==> config.mk <==
export PLATFORM = sky130hd
export DESIGN_NAME = ga_mutation
export DESIGN_NICKNAME = d
export VERILOG_FILES = /design/src/rtl/ga_pkg.sv /design/src/rtl/ga_mutation_gene_flip.sv /design/src/rtl/ga_mutation.sv
export SDC_FILE = /design/constraint.sdc
export NUM_CORES = 1
export LEC_CHECK = 0
export BUFFER_PORTS_ARGS = -buffer_cell sky130_fd_sc_hd__buf_2
export CORE_AREA = 2 2 211 213
export CTS_CLUSTER_SIZE = 14
export DETAILED_ROUTE_END_ITERATION = 10
export DIE_AREA = 0 0 213 215
export GPL_ROUTABILITY_DRIVEN = 0
export MAX_ROUTING_LAYER = met4
export PLACE_DENSITY = 0.65
export SETUP_SLACK_MARGIN = 0.02
export SLEW_MARGIN = 30
export SYNTH_ARGS = -nofsm -noshare
export SYNTH_HDL_FRONTEND = slang
export SYNTH_HIERARCHICAL = 1
export SYNTH_SLANG_ARGS = --single-unit
==> constraint.sdc <==
create_clock -name clk -period 8.3 [get_ports clk]
set_input_delay 0.415 -clock clk [delete_from_list [all_inputs] [get_ports clk]]
set_output_delay 0.415 -clock clk [all_outputs]
set_load 0.02 [all_outputs]
==> src/rtl/ga_pkg.sv <==
// Shared parameters and the FSM state type for the GA mutation stage.
package ga_pkg;

    localparam int DATA_W      = 8;
    localparam int M_MAX       = 32;
    localparam int M_MAX_W     = 6;
    localparam int M_IDX_MAX_W = 5;
    localparam int CHROM_MAX_W = M_MAX * DATA_W;
    localparam int MUT_RATE_W  = 7;
    localparam int BIT_IDX_W   = 3;
    localparam int RAND_W      = MUT_RATE_W + BIT_IDX_W;

    // state  | meaning
    // IDLE   | waiting for a child chromosome from crossover
    // MUTATE | walking the active genes, one per clock
    // OUT    | mutated chromosome presented downstream, waiting for ack
    typedef enum logic [1:0] {
        IDLE   = 2'd0,
        MUTATE = 2'd1,
        OUT    = 2'd2
    } ga_state_e;

endpackage

==> src/rtl/ga_mutation_gene_flip.sv <==
// Single-gene mutation: compares the rate field of the random word with the
// threshold and, on a hit, inverts the bit selected by the upper random bits.
module ga_mutation_gene_flip
    import ga_pkg::*;
(
    input  logic [DATA_W-1:0]     gene_i,
    input  logic [RAND_W-1:0]     rand_i,
    input  logic [MUT_RATE_W-1:0] rate_i,
    output logic [DATA_W-1:0]     gene_o,
    output logic                  hit_o
);

    logic [MUT_RATE_W-1:0] rate_field;
    logic [BIT_IDX_W-1:0]  bit_idx;

    assign rate_field = rand_i[MUT_RATE_W-1:0];
    assign bit_idx    = rand_i[RAND_W-1:MUT_RATE_W];

    // A threshold of 0 can never be exceeded, so rate 0 disables mutation.
    assign hit_o  = (rate_field < rate_i);
    assign gene_o = hit_o ? (gene_i ^ (DATA_W'(1) << bit_idx)) : gene_i;

endmodule

==> src/rtl/ga_mutation.sv <==
// GA mutation stage: captures one child, mutates its active genes one per
// clock, then holds the result and mutation count until downstream acks.
module ga_mutation
    import ga_pkg::*;
(
    input  logic                   clk,
    input  logic                   rstn,
    input  logic                   sw_rst,
    input  logic [M_MAX_W-1:0]     cnfg_m,
    input  logic [MUT_RATE_W-1:0]  cnfg_mut_rate,
    input  logic [RAND_W-1:0]      rand_data,
    input  logic                   child_valid,
    input  logic [CHROM_MAX_W-1:0] child,
    output logic                   child_ack,
    input  logic                   new_child_ack,
    output logic                   new_child_valid,
    output logic [CHROM_MAX_W-1:0] new_child,
    output logic [M_MAX_W-1:0]     mut_cnt
);

    ga_state_e              state_q, state_d;
    logic [CHROM_MAX_W-1:0] work_q, work_d;
    logic [M_IDX_MAX_W-1:0] idx_q, idx_d;
    logic [M_MAX_W-1:0]     cnt_q, cnt_d;
    logic [M_MAX_W-1:0]     meff_q, meff_d;
    logic                   ack_q, ack_d;
    logic                   valid_q, valid_d;

    logic [M_MAX_W-1:0]     cap_meff;
    logic [CHROM_MAX_W-1:0] child_masked;
    logic [DATA_W-1:0]      cur_gene;
    logic [DATA_W-1:0]      flip_gene;
    logic                   flip_hit;
    logic                   last_gene;

    assign cap_meff  = (cnfg_m > M_MAX_W'(M_MAX)) ? M_MAX_W'(M_MAX) : cnfg_m;
    assign cur_gene  = work_q[32'(idx_q)*DATA_W +: DATA_W];
    assign last_gene = ({1'b0, idx_q} == (meff_q - M_MAX_W'(1)));

    // Genes beyond the active count are cleared at capture.
    always_comb begin
        child_masked = '0;
        for (int g = 0; g < M_MAX; g++) begin
            if (g < int'(cap_meff)) begin
                child_masked[g*DATA_W +: DATA_W] = child[g*DATA_W +: DATA_W];
            end
        end
    end

    ga_mutation_gene_flip u_gene_flip (
        .gene_i (cur_gene),
        .rand_i (rand_data),
        .rate_i (cnfg_mut_rate),
        .gene_o (flip_gene),
        .hit_o  (flip_hit)
    );

    // Next-state and datapath updates; sw_rst overrides everything.
    always_comb begin
        state_d = state_q;
        work_d  = work_q;
        idx_d   = idx_q;
        cnt_d   = cnt_q;
        meff_d  = meff_q;
        ack_d   = 1'b0;
        valid_d = valid_q;
        if (sw_rst) begin
            state_d = IDLE;
            work_d  = '0;
            idx_d   = '0;
            cnt_d   = '0;
            meff_d  = '0;
            valid_d = 1'b0;
        end else begin
            case (state_q)
                IDLE: begin
                    if (child_valid) begin
                        work_d = child_masked;
                        idx_d  = '0;
                        cnt_d  = '0;
                        meff_d = cap_meff;
                        ack_d  = 1'b1;
                        if (cap_meff != '0) begin
                            state_d = MUTATE;
                        end else begin
                            state_d = OUT;
                            valid_d = 1'b1;
                        end
                    end
                end
                MUTATE: begin
                    work_d[32'(idx_q)*DATA_W +: DATA_W] = flip_gene;
                    if (flip_hit && (cnt_q != M_MAX_W'(M_MAX))) begin
                        cnt_d = cnt_q + M_MAX_W'(1);
                    end
                    idx_d = idx_q + M_IDX_MAX_W'(1);
                    if (last_gene) begin
                        state_d = OUT;
                        valid_d = 1'b1;
                    end
                end
                OUT: begin
                    if (new_child_ack && valid_q) begin
                        valid_d = 1'b0;
                        state_d = IDLE;
                    end
                end
                default: state_d = IDLE;
            endcase
        end
    end

    // State and datapath registers.
    always_ff @(posedge clk or negedge rstn) begin
        if (!rstn) begin
            state_q <= IDLE;
            work_q  <= '0;
            idx_q   <= '0;
            cnt_q   <= '0;
            meff_q  <= '0;
            ack_q   <= 1'b0;
            valid_q <= 1'b0;
        end else begin
            state_q <= state_d;
            work_q  <= work_d;
            idx_q   <= idx_d;
            cnt_q   <= cnt_d;
            meff_q  <= meff_d;
            ack_q   <= ack_d;
            valid_q <= valid_d;
        end
    end

    assign child_ack       = ack_q;
    assign new_child_valid = valid_q;
    assign new_child       = work_q;
    assign mut_cnt         = cnt_q;

endmodule

==> impl_metrics.py, run 1 <==
metrics = {
    "floorplanning": {
        "initial_core_util": 0.389,
        "core-area_um2": 43600,
        "rows": 77,
        "io_pins": 548,
        "chipWidth_um": 213,
        "fp.dieH_um": 215,
        "dieArea_um2": 45800,
    },
    "grt": {
        "gr-total-overflow": 0,
        "grt_pass1_vias": 17400,
        "grt_antenna_before_repair": 13,
        "grt.total_usage": 0.405,
        "grt_max_degree": 176,
        "grt_pass1_wl_mm": 128,
    },
    "logic_synthesis": {
        "avgSynthCellArea_um2": 10.2,
        "synth-warning-count": 6,
        "netlist_instances": 1655,
        "synth_flop_cell": "dfrtp_1",
        "netlist_area_um2": 17000,
        "yosys-top-cells-area": "dfrtp_1, mux4_2, a32oi_1",
        "synthArstFlopShare": 1.00,
        "yosysTopAreaCell": "dfrtp_1",
        "synth-edff-count": 0,
        "ys_types": 76,
        "ys_ff_latch": 277,
        "synth_seq_area_share": 0.409,
        "synth_top_area_frac": 0.409,
        "syn-num-nets": 1957,
    },
    "routing": {
        "wl_per_cell_um": 33.4,
        "vias": 18500,
        "vias_per_cell": 6.74,
        "wirelength_mm": 91.6,
        "dr.pass1.iters": 6,
        "drc": 0,
        "detail_route.iter0.violations": 2824,
        "detail-route-antenna-nets": 0,
    },
    "cells_and_area": {
        "fin_nets": 2413,
        "fillerInstances": 4089,
        "drive_above_1_share": 0.371,
        "area_delta_synth_final_pct": 25.7,
    },
    "critical_path": {
        "r2r_slack_ns": 2.91,
        "cp_data_required_time_ns": 8.76,
        "critPathArrivalTime_ns": 5.85,
        "critPathKind": "reg -> reg",
        "endpoint": "new_child[54]",
        "setup.worst_path.start": "idx_q[1]",
        "worstSetupEndpointType": "flop",
        "reg2reg_depth": 12,
        "crit_fanout": 46,
        "r2r-end": "new_child[54]",
        "r2r_start": "idx_q[1]",
        "worst_setup_path_start_kind": "flop",
    },
    "timing": {
        "fmax_mhz": 185,
        "finalSetupViolCount": 0,
        "rsz0062_at_grt": "false",
        "setup_ws_ns": 2.91,
        "period_share": 0.650,
        "skew_ns": 0.0216,
        "finalMaxSlewViolations": 0,
        "finalHoldViolCount": 0,
        "worstMarginPinSlew_ns": 1.16,
        "slew_headroom": 0.229,
        "timing.setup.tns_ns": 0,
        "fin_crit_ns": 5.39,
    },
    "clocking": {
        "cts_tree": "built",
        "clock_latency_ns": 0.55,
        "cts_setup_buffers": 0,
        "clk_pin_slew_worst_paths_ns": 0.06,
        "cts-htree-levels": 2,
        "numCtsBuffers": 35,
        "cts_buffer_depth": 3,
        "cts.sinks": 277,
        "cts-root-buf": "clkbuf_16",
    },
    "pwr": {
        "pwr_density_cell_nw_per_um2": 295,
        "irDropWorstVdd_mv": 0.142,
        "power.leakage_uw": 0.00951,
    },
    "min_path": {
        "hold_path_class": "in -> reg",
    },
    "placement": {
        "portBuffers": 547,
        "post-place-ws_ns": 2.69,
        "hpwl_mm": 67.1,
    },
    "job": {
        "maxCapViolations": 0,
    },
    "run_status": {
        "run_status": "completed",
    },
}
## metrics by stage
step	instance area, µm²	util	instances	hold slack [ns]	power, µW
after detailed placement	20100	0.460	2664	0.483	4640
final	21300	0.488	2741	0.151	6290
after floorplan	17000	-	1655	0.119	3530
after global routing	21300	0.488	2740	0.150	6490
after CTS	21200	0.486	2724	0.140	6210
after global placement	20000	0.458	2664	0.485	4600
## layout make-up
cell class / count / area [µm²] / area share
repair buffers: 567 / 2940 / 0.138
multi-input cells: 1204 / 9410 / 0.442
flip-flops and latches: 277 / 6940 / 0.325
well taps: 592 / 741 / 0.0348
diodes: 16 / 40.0 / 0.00188
inverters: 26 / 97.6 / 0.00458
clock buffers: 48 / 1020 / 0.0477
clock inverters: 11 / 133 / 0.00622
## synth_stat cells, types with 9 or more instances
cell and count:
dfrtp_1 277, mux4_2 80, nor2_1 59, a22oi_1 123, buf_2 41, a31oi_1 9
o2bb2ai_1 23, o21ai_0 48, xor2_1 13, and2_1 18, xnor2_1 10, inv_1 23
a22o_1 24, nor3_1 12, o31ai_1 115, buf_1 15, nand2_1 245, ha_1 18
and3_1 22, a32oi_1 115, clkbuf_1 86, nand3_1 11, a21oi_1 48, o21ai_1 65
## report_power, final
group	total (µW)	switching, µW	internal [µW]
sequential	2000	374	1630
clock	1580	632	947
combinational	2710	1840	874
## logic make-up after synthesis
group                      count (synthesis)  synth area share
buffers and inverters                    174            0.0433
DFF                                      277             0.409
xor gates and xnor gates                  24            0.0128
adders and majority gates                 18            0.0133
muxes                                     92             0.115
AOI/OAI and AO/OA                        633             0.284
and+or+nand+nor                          437             0.123
## placed cells by master, fill, tap and decap left out, drive strengths merged, types with 8 or more instances in the layout
cell type / instances
a22oi: 123
clkbuf: 48
xnor2: 11
o31ai: 115
mux4: 80
a32oi: 115
nand2: 245
mux2: 8
xor2: 13
and3: 22
a211oi: 8
nor3b: 8
a41oi: 18
and2: 19
diode: 16
a22o: 24
a31oi: 14
ha: 18
nand3: 11
nor3: 21
clkinv: 9
o2bb2ai: 23
o21ai: 122
or2: 15
inv: 24
nor2: 63
dfrtp: 277
buf: 566
a21oi: 49
## flip-flops by register name, indices dropped and copies added (netlist names)
register / flops
meff_q: 6
child_ack: 1
idx_q: 5
mut_cnt: 6
new_child: 256
new_child_valid: 1
state_q: 2
## how the worst min path moves through the flow
| stage | start | endpoint | slack (ns) | depth (start not counted) |
|---|---|---|---|---|
| after global routing | child[112] | new_child[112] | 0.15 | 3 |
| after detailed placement | new_child[216] | new_child[216] | 0.48 | 2 |
| after CTS | child[48] | new_child[48] | 0.14 | 3 |
| final | child[209] | new_child[209] | 0.15 | 3 |
| after global placement | new_child[216] | new_child[216] | 0.48 | 2 |
| after floorplan | rstn | child_ack | 0.12 | 0 |
## metal layers
layer  vias up  global-route usage  part of all wire
met5         -                   -                 0
met4         0               0.211             0.065
li1       7419                   -                 -
met1      9006               0.522              0.37
met3       330               0.104              0.13
met2      1721               0.585              0.44
## what timing repair did
action,in CTS,in global routing
hold endpoints to repair,102,0
hold buffers,1,0
gates resized for setup,0,0
## critical path: stages (launching register included)
cell and delay (ns):
dfrtp_2 0.33, buf_4 0.56, inv_1 0.17, ha_1 0.33
nand2b_1 0.19, nor2_1 0.08, ha_2 0.80, inv_1 0.61
nor3_4 0.87, buf_4 0.41, a31oi_2 0.27, or2_2 0.46
o21ai_1 0.18
No activity file was read; power rests on OpenSTA's default activity.
==> inputs of run 2 (changes only) <==
- CORE_AREA: 2 2 211 213 -> 2 2 213 215
- DIE_AREA: 0 0 213 215 -> 0 0 215 217
- PLACE_DENSITY: 0.65 -> 0.64
- clock period: 8.3 -> 5 ns (I/O delays scaled with it)
==> impl_metrics.py, run 2 (same netlist as run 1, synthesis figures left out) <==
metrics = {
    "run_status": {
        "run_status": "completed",
    },
    "min_path": {
        "holdPathEnd": "new_child[181]",
        "hold_path_class": "in -> reg",
        "holdPathStages": 3,
        "hp-start": "child[181]",
    },
    "routing": {
        "detail-route-antenna-nets": 0,
        "vias_per_cell": 6.62,
        "dr.pass1.iters": 7,
        "drc": 0,
        "wl_per_cell_um": 32.8,
        "detail_route.iter0.violations": 3069,
        "vias": 18900,
        "wirelength_mm": 93.5,
    },
    "floorplanning": {
        "rows": 78,
        "chipWidth_um": 215,
        "dieArea_um2": 46700,
        "initial_core_util": 0.379,
        "core-area_um2": 44700,
        "io_pins": 548,
        "fp.dieH_um": 217,
    },
    "critical_path": {
        "reg2reg_depth": 9,
        "slowest_stage": "dfrtp_4",
        "worstSetupEndpointType": "flop",
        "cp_data_required_time_ns": 5.45,
        "worst_setup_path_start_kind": "flop",
        "critPathKind": "reg -> reg",
        "r2r_slack_ns": 0.37,
        "r2r_start": "idx_q[0]",
        "critPathArrivalTime_ns": 5.08,
        "crit_fanout": 33,
        "cpPeakStageDelay_ns": 0.93,
        "cp_cell_sequence": "buf_4 > mux4_2 > mux4_2 > mux2_2 > xor2_1 > and3_1 > buf_4 > a32oi_1 > o31ai_1",
        "r2r-end": "new_child[59]",
    },
    "cells_and_area": {
        "largest_register_ffs": 256,
        "layout_commonest_cell": "buf_2",
        "seq_area_um2": 6940,
        "area_delta_synth_final_pct": 30.9,
        "layout_common_cells": "buf_2, dfrtp_1, nand2_1",
        "multi_input_area_um2": 9350,
        "fin_nets": 2513,
        "fillerInstances": 4238,
        "drive_above_1_share": 0.371,
    },
    "clocking": {
        "clock_latency_ns": 0.56,
        "cts-htree-levels": 2,
        "cts_buffer_depth": 3,
        "cts-root-buf": "clkbuf_16",
        "cts_tree": "built",
        "cts.sinks": 277,
        "numCtsBuffers": 34,
        "cts_setup_buffers": 0,
        "clk_pin_slew_worst_paths_ns": 0.07,
    },
    "grt": {
        "grt_max_degree": 122,
        "grt_pass1_wl_mm": 129,
        "gr-total-overflow": 0,
        "grt_pass1_vias": 17500,
        "grt.total_usage": 0.398,
        "grt_antenna_before_repair": 13,
    },
    "timing": {
        "slew_headroom": 0.309,
        "finalHoldViolCount": 0,
        "setup_ws_ns": 0.369,
        "worstMarginPinSlew_ns": 1.04,
        "period_share": 0.926,
        "finalMaxSlewViolations": 0,
        "fin_crit_ns": 4.63,
        "skew_ns": 0.0133,
        "timing.setup.tns_ns": 0,
        "fmax_mhz": 216,
        "rsz0062_at_grt": "false",
        "finalSetupViolCount": 0,
    },
    "placement": {
        "post-place-ws_ns": 0.420,
        "portBuffers": 547,
        "hpwl_mm": 70.7,
    },
    "pwr": {
        "swShare": 0.446,
        "power.leakage_uw": 0.0100,
        "internal-power_uw": 5910,
        "pwr_density_cell_nw_per_um2": 481,
        "irDropWorstVdd_mv": 0.238,
        "power_switching_uw": 4750,
        "pwr-share-seq": 0.313,
        "clock_power_share": 0.253,
        "finalPower_uw": 10700,
        "share_comb_of_total_power": 0.434,
    },
    "job": {
        "maxCapViolations": 0,
    },
}
-- run 2: cell types whose count changed in the layout (fill, tap and decap cells not counted), sizes merged --
cell,previous run,this run
buf,566,619
dlygate4sd3,1,49
clkbuf,48,51
clkinv,9,6
bufinv,3,4
diode,16,15
-- run 2: metrics by stage --
| stage | cell area [µm²] | instances | utilization | hold slack [ns] |
|---|---|---|---|---|
| finish | 22200 | 2850 | 0.497 | 0.0132 |
| global route | 22200 | 2848 | 0.496 | 0.0265 |
| CTS | 22100 | 2835 | 0.495 | 0.000368 |
| detailed placement | 20500 | 2726 | 0.458 | 0.320 |
| global placement | 20500 | 2726 | 0.458 | 0.323 |
| floorplan | 17000 | 1655 | - | -0.0456 |
-- run 2: worst max-delay path: cells and delay by family (launching register included) --
family	cells	cell delay, ns
compound gates	2	0.37
xor+xnor	1	0.46
buf+inv	2	0.64
flops	1	0.93
mux	3	1.42
simple gates	1	0.68
-- run 2: what timing repair did --
| item | in CTS | in global routing |
|---|---|---|
| endpoints found under the hold margin | 132 | 0 |
| gates resized for setup | 0 | 0 |
| hold buffers | 49 | 0 |
-- run 2: worst max path at each step --
| stage | startpoint | to | slack [ns] | cells past startpoint |
|---|---|---|---|---|
| global route | idx_q[0] | new_child[20] | 0.26 | 12 |
| CTS | idx_q[0] | new_child[111] | 0.37 | 8 |
| detailed placement | idx_q[0] | new_child[207] | 0.42 | 8 |
| floorplan | idx_q[0] | new_child[0] | 1.45 | 15 |
| finish | idx_q[0] | new_child[59] | 0.37 | 9 |
| global placement | idx_q[0] | new_child[239] | 0.49 | 8 |
-- run 2: area by class of cell --
type                            count  share of cell area
Antenna cell                       15             0.00169
Clock buffer                       51              0.0468
Clock inverter                      9             0.00682
Inverter                           26             0.00440
Multi-Input combinational cell   1204               0.421
Sequential cell                   277               0.313
Tap cell                          600              0.0338
Timing Repair Buffer              668               0.173
-- run 2: power groups by stage --
| stage | combinational [µW] | clock [µW] | sequential, µW |
|---|---|---|---|
| after floorplan | 2280 | 0 | 3580 |
| after global placement | 4400 | 0 | 3350 |
| after detailed placement | 4470 | 0 | 3350 |
| after CTS | 4520 | 2690 | 3320 |
| after global routing | 4840 | 2780 | 3370 |
| final | 4630 | 2700 | 3340 |
-- run 2: routing by layer --
layer  track usage  share of wire  vias to the layer above
li1              -              -                     7615
met1         0.518           0.38                     9257
met2         0.579           0.43                     1721
met3         0.111           0.13                      282
met4         0.186          0.056                        0
met5             -              0                        -
==> inputs of run 3 (changes only) <==
- HOLD_SLACK_MARGIN: unset -> 0.1
==> impl_metrics.py, run 3 (same netlist as run 1, synthesis figures left out) <==
metrics = {
    "clocking": {
        "cts_tree": "built",
        "cts_buffer_depth": 3,
        "cts-root-buf": "clkbuf_16",
        "cts-htree-levels": 2,
        "numCtsBuffers": 34,
        "clock_latency_ns": 0.56,
        "cts.sinks": 277,
        "clk_pin_slew_worst_paths_ns": 0.06,
    },
    "grt": {
        "gr-total-overflow": 0,
        "grt_pass1_vias": 18600,
        "grt_pass1_wl_mm": 134,
        "grt.total_usage": 0.408,
        "grt_max_degree": 122,
        "grt_antenna_before_repair": 6,
    },
    "routing": {
        "drc": 0,
        "wl_per_cell_um": 31.4,
        "dr.pass1.iters": 8,
        "wirelength_mm": 95.4,
        "vias": 19800,
        "detail-route-antenna-nets": 0,
        "detail_route.iter0.violations": 3158,
        "vias_per_cell": 6.51,
    },
    "cells_and_area": {
        "drive_above_1_share": 0.342,
        "fillerInstances": 4011,
        "layout_commonest_cell": "buf_2",
        "largest_register_ffs": 256,
        "area_delta_synth_final_pct": 42.1,
        "layout_common_cells": "buf_2, dfrtp_1, nand2_1",
        "fin_nets": 2705,
    },
    "pwr": {
        "power.leakage_uw": 0.0108,
        "swShare": 0.444,
        "pwr_density_cell_nw_per_um2": 449,
        "irDropWorstVdd_mv": 0.241,
        "clock_power_share": 0.250,
        "share_comb_of_total_power": 0.441,
        "pwr-share-seq": 0.309,
        "power_switching_uw": 4800,
        "internal-power_uw": 6010,
    },
    "timing": {
        "period_share": 0.927,
        "fmax_mhz": 216,
        "finalMaxSlewViolations": 0,
        "timing.setup.tns_ns": 0,
        "rsz0062_at_grt": "false",
        "finalHoldViolCount": 0,
        "holdWs_ns": 0.105,
        "setup_ws_ns": 0.363,
        "fin_crit_ns": 4.64,
        "finalSetupViolCount": 0,
        "skew_ns": 0.0129,
        "slew_headroom": 0.273,
        "worstMarginPinSlew_ns": 1.09,
    },
    "floorplanning": {
        "io_pins": 548,
        "chipWidth_um": 215,
        "fp.dieH_um": 217,
        "initial_core_util": 0.379,
        "core-area_um2": 44700,
        "dieArea_um2": 46700,
        "rows": 78,
    },
    "critical_path": {
        "critPathArrivalTime_ns": 5.11,
        "critPathKind": "reg -> reg",
        "reg2reg_depth": 9,
        "worst_setup_path_start_kind": "flop",
        "cp_cell_sequence": "buf_12 > mux4_2 > mux4_2 > mux2_2 > xor2_1 > and2_1 > buf_12 > a22oi_1 > o21ai_0",
        "r2r_start": "idx_q[0]",
        "r2r-end": "new_child[176]",
        "setup.worst_path.start": "idx_q[0]",
        "slowest_stage": "dfrtp_4",
        "r2r_slack_ns": 0.36,
        "endpoint": "new_child[176]",
        "cp_data_required_time_ns": 5.47,
        "crit_fanout": 33,
        "cpPeakStageDelay_ns": 0.94,
        "worstSetupEndpointType": "flop",
    },
    "placement": {
        "hpwl_mm": 70.7,
        "portBuffers": 547,
        "post-place-ws_ns": 0.420,
    },
    "min_path": {
        "hold_path_class": "in -> reg",
    },
    "job": {
        "maxCapViolations": 0,
    },
    "run_status": {
        "run_status": "completed",
    },
}
run 3: worst min path at each step:
stage | cells past startpoint | endpoint | start
final | 3 | new_child[136] | child[136]
after global routing | 3 | new_child[59] | child[59]
after CTS | 3 | new_child[216] | child[216]
after detailed placement | 1 | mut_cnt[2] | rstn
after global placement | 1 | mut_cnt[4] | rstn
after floorplan | 0 | child_ack | rstn
run 3: metal layers:
layer / share of wire / up-vias / GRT usage
met5: 0 / - / -
met4: 0.059 / 0 / 0.211
met3: 0.13 / 361 / 0.114
met2: 0.43 / 1702 / 0.590
met1: 0.38 / 9685 / 0.525
li1: - / 8003 / -
run 3: timing repair:
action | 4_1_cts | 5_1_grt
resized for setup | 0 | 0
hold endpoints to repair | 324 | 0
hold buffers | 241 | 0
buffers inserted | 0 | 0
run 3: power groups by stage:
stage / registers (µW) / logic [µW] / clock network, µW
6_report: 3340 / 4770 / 2700
5_1_grt: 3370 / 4980 / 2780
4_1_cts: 3320 / 4630 / 2690
3_5_place_dp: 3350 / 4470 / 0
3_3_place_gp: 3350 / 4400 / 0
2_1_floorplan: 3580 / 2280 / 0
run 3: through the flow:
stage / utilization / total power, µW / cell area (µm²) / instances
2_1_floorplan: - / 5860 / 17000 / 1655
3_3_place_gp: 0.458 / 7750 / 20500 / 2726
3_5_place_dp: 0.458 / 7830 / 20500 / 2726
4_1_cts: 0.538 / 10600 / 24100 / 3027
5_1_grt: 0.539 / 11100 / 24100 / 3033
6_report: 0.539 / 10800 / 24100 / 3035
run 3: worst max-delay path: cells and delay by family (launching register included):
family	cells	cell delay (ns)
compound gates	2	0.29
xor+xnor	1	0.78
buf+inv	2	0.50
flops	1	0.94
mux	3	1.38
simple gates	1	0.62
run 3: cell type report:
cell class	instances	area [µm²]	share of cell area
repair buffers	860	5760	0.239
well taps	600	751	0.0312
inverters	26	97.6	0.00405
clock inverters	9	151	0.00628
multi-input cells	1204	9350	0.388
flip-flops and latches	277	6940	0.288
clock buffers	51	1040	0.0431
diodes	8	20.0	0.000831
